**config.mk**
```make
export PLATFORM = sky130hd
export DESIGN_NAME = star_serial_frame_rx
export DESIGN_NICKNAME = d
export VERILOG_FILES = /design/src/rtl/star_serial_frame_rx.sv
export SDC_FILE = /design/constraint.sdc
export NUM_CORES = 1
export LEC_CHECK = 0
export CAP_MARGIN = 20
export CORE_MARGIN = 2
export CORE_UTILIZATION = 55
export DETAILED_ROUTE_END_ITERATION = 16
export PLACE_DENSITY = 0.9
export SETUP_SLACK_MARGIN = 0.02
export SYNTH_ARGS = -nofsm -noshare
export SYNTH_HDL_FRONTEND = slang
export SYNTH_SLANG_ARGS = --single-unit
```
**constraint.sdc**
```tcl
create_clock -name I_clk -period 2.04 [get_ports I_clk]
set_clock_uncertainty 0.15 [all_clocks]
set_input_delay 0.408 -clock I_clk [delete_from_list [all_inputs] [get_ports I_clk]]
set_output_delay 0.408 -clock I_clk [all_outputs]
set_load 0.005 [all_outputs]
```
**src/rtl/star_serial_frame_rx.sv**
```systemverilog
// star_serial_frame_rx: receives BYTES_PER_WORD UART bytes from one serial line and delivers them as a word strobe.
// Detects stop-bit framing errors and inter-byte timeouts; the first byte received lands in the top byte of O_data.
module star_serial_frame_rx #(
    parameter int CLKS_PER_BIT   = 10,
    parameter int TIMEOUT_CLKS   = 400,
    parameter int BYTES_PER_WORD = 8
) (
    input  logic                        I_clk,
    input  logic                        I_rst,
    input  logic                        I_rxb,
    output logic [8*BYTES_PER_WORD-1:0] O_data,
    output logic                        O_data_vld,
    output logic                        O_frame_err,
    output logic                        O_timeout_err,
    output logic                        O_busy
);
    localparam int DW  = 8 * BYTES_PER_WORD;
    localparam int BCW = $clog2(CLKS_PER_BIT);
    localparam int GCW = $clog2(TIMEOUT_CLKS + 1);
    localparam int IXW = BYTES_PER_WORD > 1 ? $clog2(BYTES_PER_WORD) : 1;
    localparam logic [BCW-1:0] HALF = BCW'(CLKS_PER_BIT / 2 - 1);
    localparam logic [BCW-1:0] FULL = BCW'(CLKS_PER_BIT - 1);
    localparam logic [GCW-1:0] TMO  = GCW'(TIMEOUT_CLKS - 1);
    localparam logic [IXW-1:0] LAST = IXW'(BYTES_PER_WORD - 1);

    typedef enum logic [2:0] {IDLE, START, DATA, STOP, GAP} state_t;

    state_t         state_q, state_d;
    logic           rx_m_q, rx_s_q;
    logic [BCW-1:0] baud_q, baud_d;
    logic [GCW-1:0] gap_q, gap_d;
    logic [2:0]     bit_q, bit_d;
    logic [IXW-1:0] idx_q, idx_d;
    logic [7:0]     byte_q, byte_d;
    logic [DW-1:0]  word_q, word_d, data_q, data_d;
    logic           wait_q, wait_d;
    logic           vld_q, vld_d, ferr_q, ferr_d, terr_q, terr_d;
    logic           tick;

    always_ff @(posedge I_clk) begin
        if (I_rst) begin
            rx_m_q  <= 1'b1;
            rx_s_q  <= 1'b1;
            state_q <= IDLE;
            baud_q  <= '0;
            gap_q   <= '0;
            bit_q   <= '0;
            idx_q   <= '0;
            byte_q  <= '0;
            word_q  <= '0;
            data_q  <= '0;
            wait_q  <= 1'b0;
            vld_q   <= 1'b0;
            ferr_q  <= 1'b0;
            terr_q  <= 1'b0;
        end else begin
            rx_m_q  <= I_rxb;
            rx_s_q  <= rx_m_q;
            state_q <= state_d;
            baud_q  <= baud_d;
            gap_q   <= gap_d;
            bit_q   <= bit_d;
            idx_q   <= idx_d;
            byte_q  <= byte_d;
            word_q  <= word_d;
            data_q  <= data_d;
            wait_q  <= wait_d;
            vld_q   <= vld_d;
            ferr_q  <= ferr_d;
            terr_q  <= terr_d;
        end
    end

    always_comb begin
        state_d = state_q;
        baud_d  = baud_q;
        gap_d   = gap_q;
        bit_d   = bit_q;
        idx_d   = idx_q;
        byte_d  = byte_q;
        word_d  = word_q;
        data_d  = data_q;
        wait_d  = wait_q;
        vld_d   = 1'b0;
        ferr_d  = 1'b0;
        terr_d  = 1'b0;
        tick    = baud_q == ((state_q == START) ? HALF : FULL);
        unique case (state_q)
            IDLE: begin
                // after a framing error the line must return high before a new start is accepted
                wait_d = wait_q & ~rx_s_q;
                if (!wait_q && !rx_s_q) begin
                    state_d = START;
                    baud_d  = '0;
                    idx_d   = '0;
                end
            end
            START: begin
                baud_d = tick ? '0 : baud_q + 1'b1;
                if (tick) begin
                    state_d = !rx_s_q ? DATA : (idx_q == '0 ? IDLE : GAP);
                    bit_d   = '0;
                end
            end
            DATA: begin
                baud_d = tick ? '0 : baud_q + 1'b1;
                if (tick) begin
                    byte_d  = {rx_s_q, byte_q[7:1]};
                    bit_d   = bit_q + 3'd1;
                    state_d = bit_q == 3'd7 ? STOP : DATA;
                end
            end
            STOP: begin
                baud_d = tick ? '0 : baud_q + 1'b1;
                if (tick && rx_s_q) begin
                    word_d  = DW'({word_q, byte_q});
                    gap_d   = '0;
                    idx_d   = idx_q == LAST ? '0 : idx_q + 1'b1;
                    data_d  = idx_q == LAST ? word_d : data_q;
                    vld_d   = idx_q == LAST;
                    state_d = idx_q == LAST ? IDLE : GAP;
                end else if (tick) begin
                    ferr_d  = 1'b1;
                    idx_d   = '0;
                    wait_d  = 1'b1;
                    state_d = IDLE;
                end
            end
            GAP: begin
                gap_d = gap_q + 1'b1;
                if (!rx_s_q) begin
                    state_d = START;
                    baud_d  = '0;
                    gap_d   = '0;
                end else if (gap_q == TMO) begin
                    terr_d  = 1'b1;
                    idx_d   = '0;
                    state_d = IDLE;
                end
            end
            default: state_d = IDLE;
        endcase
    end

    assign O_data        = data_q;
    assign O_data_vld    = vld_q;
    assign O_frame_err   = ferr_q;
    assign O_timeout_err = terr_q;
    assign O_busy        = state_q != IDLE;
endmodule

```
==> impl_metrics.xml <==
<?xml version="1.0" encoding="UTF-8"?>
<metrics>
  <group name="sta">
    <metric name="timing_max_transition_violations_final" unit="">0</metric>
    <metric name="timing.slew.headroom" unit="%">69.5</metric>
    <metric name="layout_min_cycle_time" unit="ps">1990</metric>
    <metric name="fmax" unit="MHz">502</metric>
    <metric name="hold_viol" unit="">0</metric>
    <metric name="transition_at_the_pin_with_the_smallest_max_transition_slack" unit="ps">453</metric>
    <metric name="rsz_0062_raised_after_global_routing" unit="">yes</metric>
    <metric name="report.final.setup_viol" unit="">0</metric>
    <metric name="final.setup.tns" unit="ps">0</metric>
    <metric name="period_share" unit="%">97.6</metric>
    <metric name="finalHoldWorstSlack" unit="ps">87.4</metric>
  </group>
  <group name="clock_tree">
    <metric name="cts_made_buffers" unit="">17</metric>
    <metric name="clock_buffer_depth" unit="">2</metric>
    <metric name="ctsRootBufferMaster" unit="">clkbuf_8</metric>
    <metric name="path_clk_slew" unit="ps">70</metric>
    <metric name="holdBufCountCts" unit="">0</metric>
    <metric name="cts_max_level" unit="">4</metric>
    <metric name="clock_sink_count" unit="">156</metric>
    <metric name="clock_latency" unit="ps">530</metric>
    <metric name="cts_tree" unit="">yes</metric>
  </group>
  <group name="layout">
    <metric name="most_frequent_standard_cell_in_the_layout_excluding_fill_and_tap_cells" unit="">nand2_1</metric>
    <metric name="most-common-layout-cells" unit="">245 x nand2_1, 152 x dfxtp_1, 137 x a21oi_1</metric>
    <metric name="final_net_count" unit="">799</metric>
    <metric name="final_design_area_no_fill" unit="sq um">7490</metric>
    <metric name="syn2layout_area_growth" unit="%">26.5</metric>
    <metric name="number_of_inserted_diodes" unit="">0</metric>
    <metric name="layout.filler_cells" unit="">717</metric>
    <metric name="fin_util" unit="%">72.2</metric>
    <metric name="multi_input_comb_area" unit="sq um">2560</metric>
    <metric name="post_route_cells_drive_above_1_share" unit="%">9.98</metric>
    <metric name="area.sequential" unit="sq um">3140</metric>
    <metric name="final-instance-count-excl-fill" unit="">938</metric>
  </group>
  <group name="critical_path">
    <metric name="critical_path.startpoint_type" unit="">flop</metric>
    <metric name="path_delay_family" unit="">buffers and inverters</metric>
    <metric name="critPathMaxFanout" unit="">2</metric>
    <metric name="criticalPathCategory" unit="">reg2out</metric>
    <metric name="critPathRequiredTime" unit="ps">1480</metric>
    <metric name="worst-path-buf-inv" unit="">1</metric>
    <metric name="worst_path_largest_cell_delay" unit="ps">520</metric>
    <metric name="critical_path_arrival" unit="ps">1430</metric>
    <metric name="setup.reg_to_reg.worst_slack" unit="ps">80</metric>
    <metric name="worst_path_cell_with_the_longest_stage_delay" unit="">clkdlybuf4s50_1</metric>
    <metric name="setup.worst_path.end_class" unit="">primary output</metric>
    <metric name="cells_along_the_critical_path" unit="">clkdlybuf4s50_1</metric>
  </group>
  <group name="drt">
    <metric name="detail_route.vias_per_cell" unit="">5.69</metric>
    <metric name="wirelength" unit="um">14300</metric>
    <metric name="vias" unit="">5340</metric>
    <metric name="wl_per_instance" unit="um">15.2</metric>
    <metric name="drcViolationCount" unit="">0</metric>
    <metric name="detail_route.iter0.violations" unit="">325</metric>
    <metric name="ant_nets" unit="">0</metric>
    <metric name="first_pass_iters" unit="">5</metric>
  </group>
  <group name="floorplan">
    <metric name="horiz_die_dim" unit="um">108</metric>
    <metric name="boundaryPins" unit="">71</metric>
    <metric name="die_footprint" unit="sq um">11600</metric>
    <metric name="core_area" unit="sq um">10400</metric>
    <metric name="vert_die_dim" unit="um">108</metric>
    <metric name="initial_utilization" unit="%">57.1</metric>
    <metric name="core.rowCount" unit="">37</metric>
  </group>
  <group name="power">
    <metric name="pwr_density_cell" unit="nW/um^2">842</metric>
    <metric name="peak_supply_drop" unit="mV">0.485</metric>
    <metric name="p_leak" unit="nW">2.59</metric>
  </group>
  <group name="placement">
    <metric name="dpl-instance-area" unit="sq um">6810</metric>
    <metric name="place_hpwl" unit="um">8610</metric>
    <metric name="portBuffers" unit="">70</metric>
    <metric name="gp_congestion" unit="">0.836</metric>
    <metric name="post-place-cells" unit="">901</metric>
  </group>
  <group name="worst_hold_path">
    <metric name="hold_path_class" unit="">in2reg</metric>
  </group>
  <group name="logic_synthesis">
    <metric name="synth.lib_cells_used.distinct" unit="">51</metric>
    <metric name="synthesis.instances" unit="">732</metric>
    <metric name="ys_seq_elements" unit="">156</metric>
    <metric name="synth.yosys.seq_area_share" unit="%">52.7</metric>
    <metric name="postSynthNetCount" unit="">742</metric>
    <metric name="postSynth.asyncResetShare" unit="%">0</metric>
    <metric name="synth_edf_count" unit="">0</metric>
    <metric name="synth.avg_cell_area" unit="sq um">8.09</metric>
    <metric name="synth.cell_area" unit="sq um">5920</metric>
    <metric name="yosysWarningCount" unit="">0</metric>
    <metric name="ys_dominant_reg_cell" unit="">dfxtp_1</metric>
  </group>
  <group name="global_route">
    <metric name="grt_antenna_before_repair" unit="">0</metric>
    <metric name="gr-total-overflow" unit="">0</metric>
    <metric name="grt_max_degree" unit="">73</metric>
    <metric name="grt_pass1_vias" unit="">5122</metric>
    <metric name="track_usage" unit="%">24.8</metric>
    <metric name="grt_pass1_wl" unit="um">22900</metric>
  </group>
  <group name="run">
    <metric name="maxCapViolations" unit="">0</metric>
  </group>
  <group name="status">
    <metric name="outcome" unit="">finished clean</metric>
  </group>
</metrics>
-- through the flow --
stage / power, mW / setup slack, ps
after floorplan: 3.20 / 247
after global placement: 3.22 / 133
after detailed placement: 3.23 / 57.9
after CTS: 6.32 / 32.5
after global routing: 6.48 / -20.2
final: 6.31 / 48.3
-- state kept, by name (all words and copies together) (netlist names) --
| name | cells |
|---|---|
| idx_q | 3 |
| O_data | 64 |
| bit_q | 3 |
| O_frame_err | 1 |
| baud_q | 4 |
| state_q | 3 |
| rx_s_q | 1 |
| O_data_vld | 1 |
| gap_q | 9 |
| word_q | 56 |
| wait_q | 1 |
| rx_m_q | 1 |
| O_timeout_err | 1 |
| byte_q | 8 |
-- cells by family after synthesis --
kind of cell	synth area share (%)
fa+ha+maj	1.48
buf+inv	4.35
flops	52.7
compound gates	16.3
mux	1.69
simple gates	23.5
-- report_power, final --
part	switching (mW)	internal [mW]	leakage (nW)
clock	1.31	1.84	0.290
combinational	0.0735	0.0325	1.04
sequential	0.00696	3.05	1.26
-- per-layer routing --
metal  vias to the layer above  routed length, um  track usage (%)
li1                       2568                  -                -
met1                      2537               5940             30.4
met2                       198               7100             41.7
met3                        37                904             5.51
met4                         0                307             10.8
met5                         -                  0                0
-- synthesized netlist by cell type, drive strengths merged, types with 3 or more instances --
cell	number	share of area [%]
nand2	246	16
a21oi	137	12
ha	7	1.5
nor2	27	1.7
nand3	6	0.51
o22ai	3	0.32
o21ai	10	0.85
nor3	4	0.34
and3	4	0.42
buf	20	1.5
clkbuf	35	2.2
nand3b	6	0.76
a31oi	4	0.42
dfxtp	156	53
a311oi	4	0.70
inv	9	0.57
nand2b	3	0.44
a22oi	3	0.38
mux2i	10	1.7
and4bb	3	0.63
-- path summary, 6_finish.rpt --
path	from	to	cells past startpoint
worst max register to register	baud_q[0]	byte_q[4]	5
worst max-delay path	O_data[0]	O_data[0]	1
worst min register to register	rx_m_q	rx_s_q	1
worst min-delay path	I_rst	baud_q[1]	2
-- cell type report --
class	instances	share of cell area, %
inverters	9	0.451
multi-input cells	512	34.2
clock buffers	19	5.90
well taps	136	2.27
clock inverters	13	2.09
flip-flops and latches	156	41.9
repair buffers	93	13.2
-- timing repair --
item,CTS,global route
gates resized for setup,11,4
pin swaps,0,1
cloned,0,2
setup endpoints to repair,2,6
buffers inserted,2,1
(Power assumes the default switching activity.)
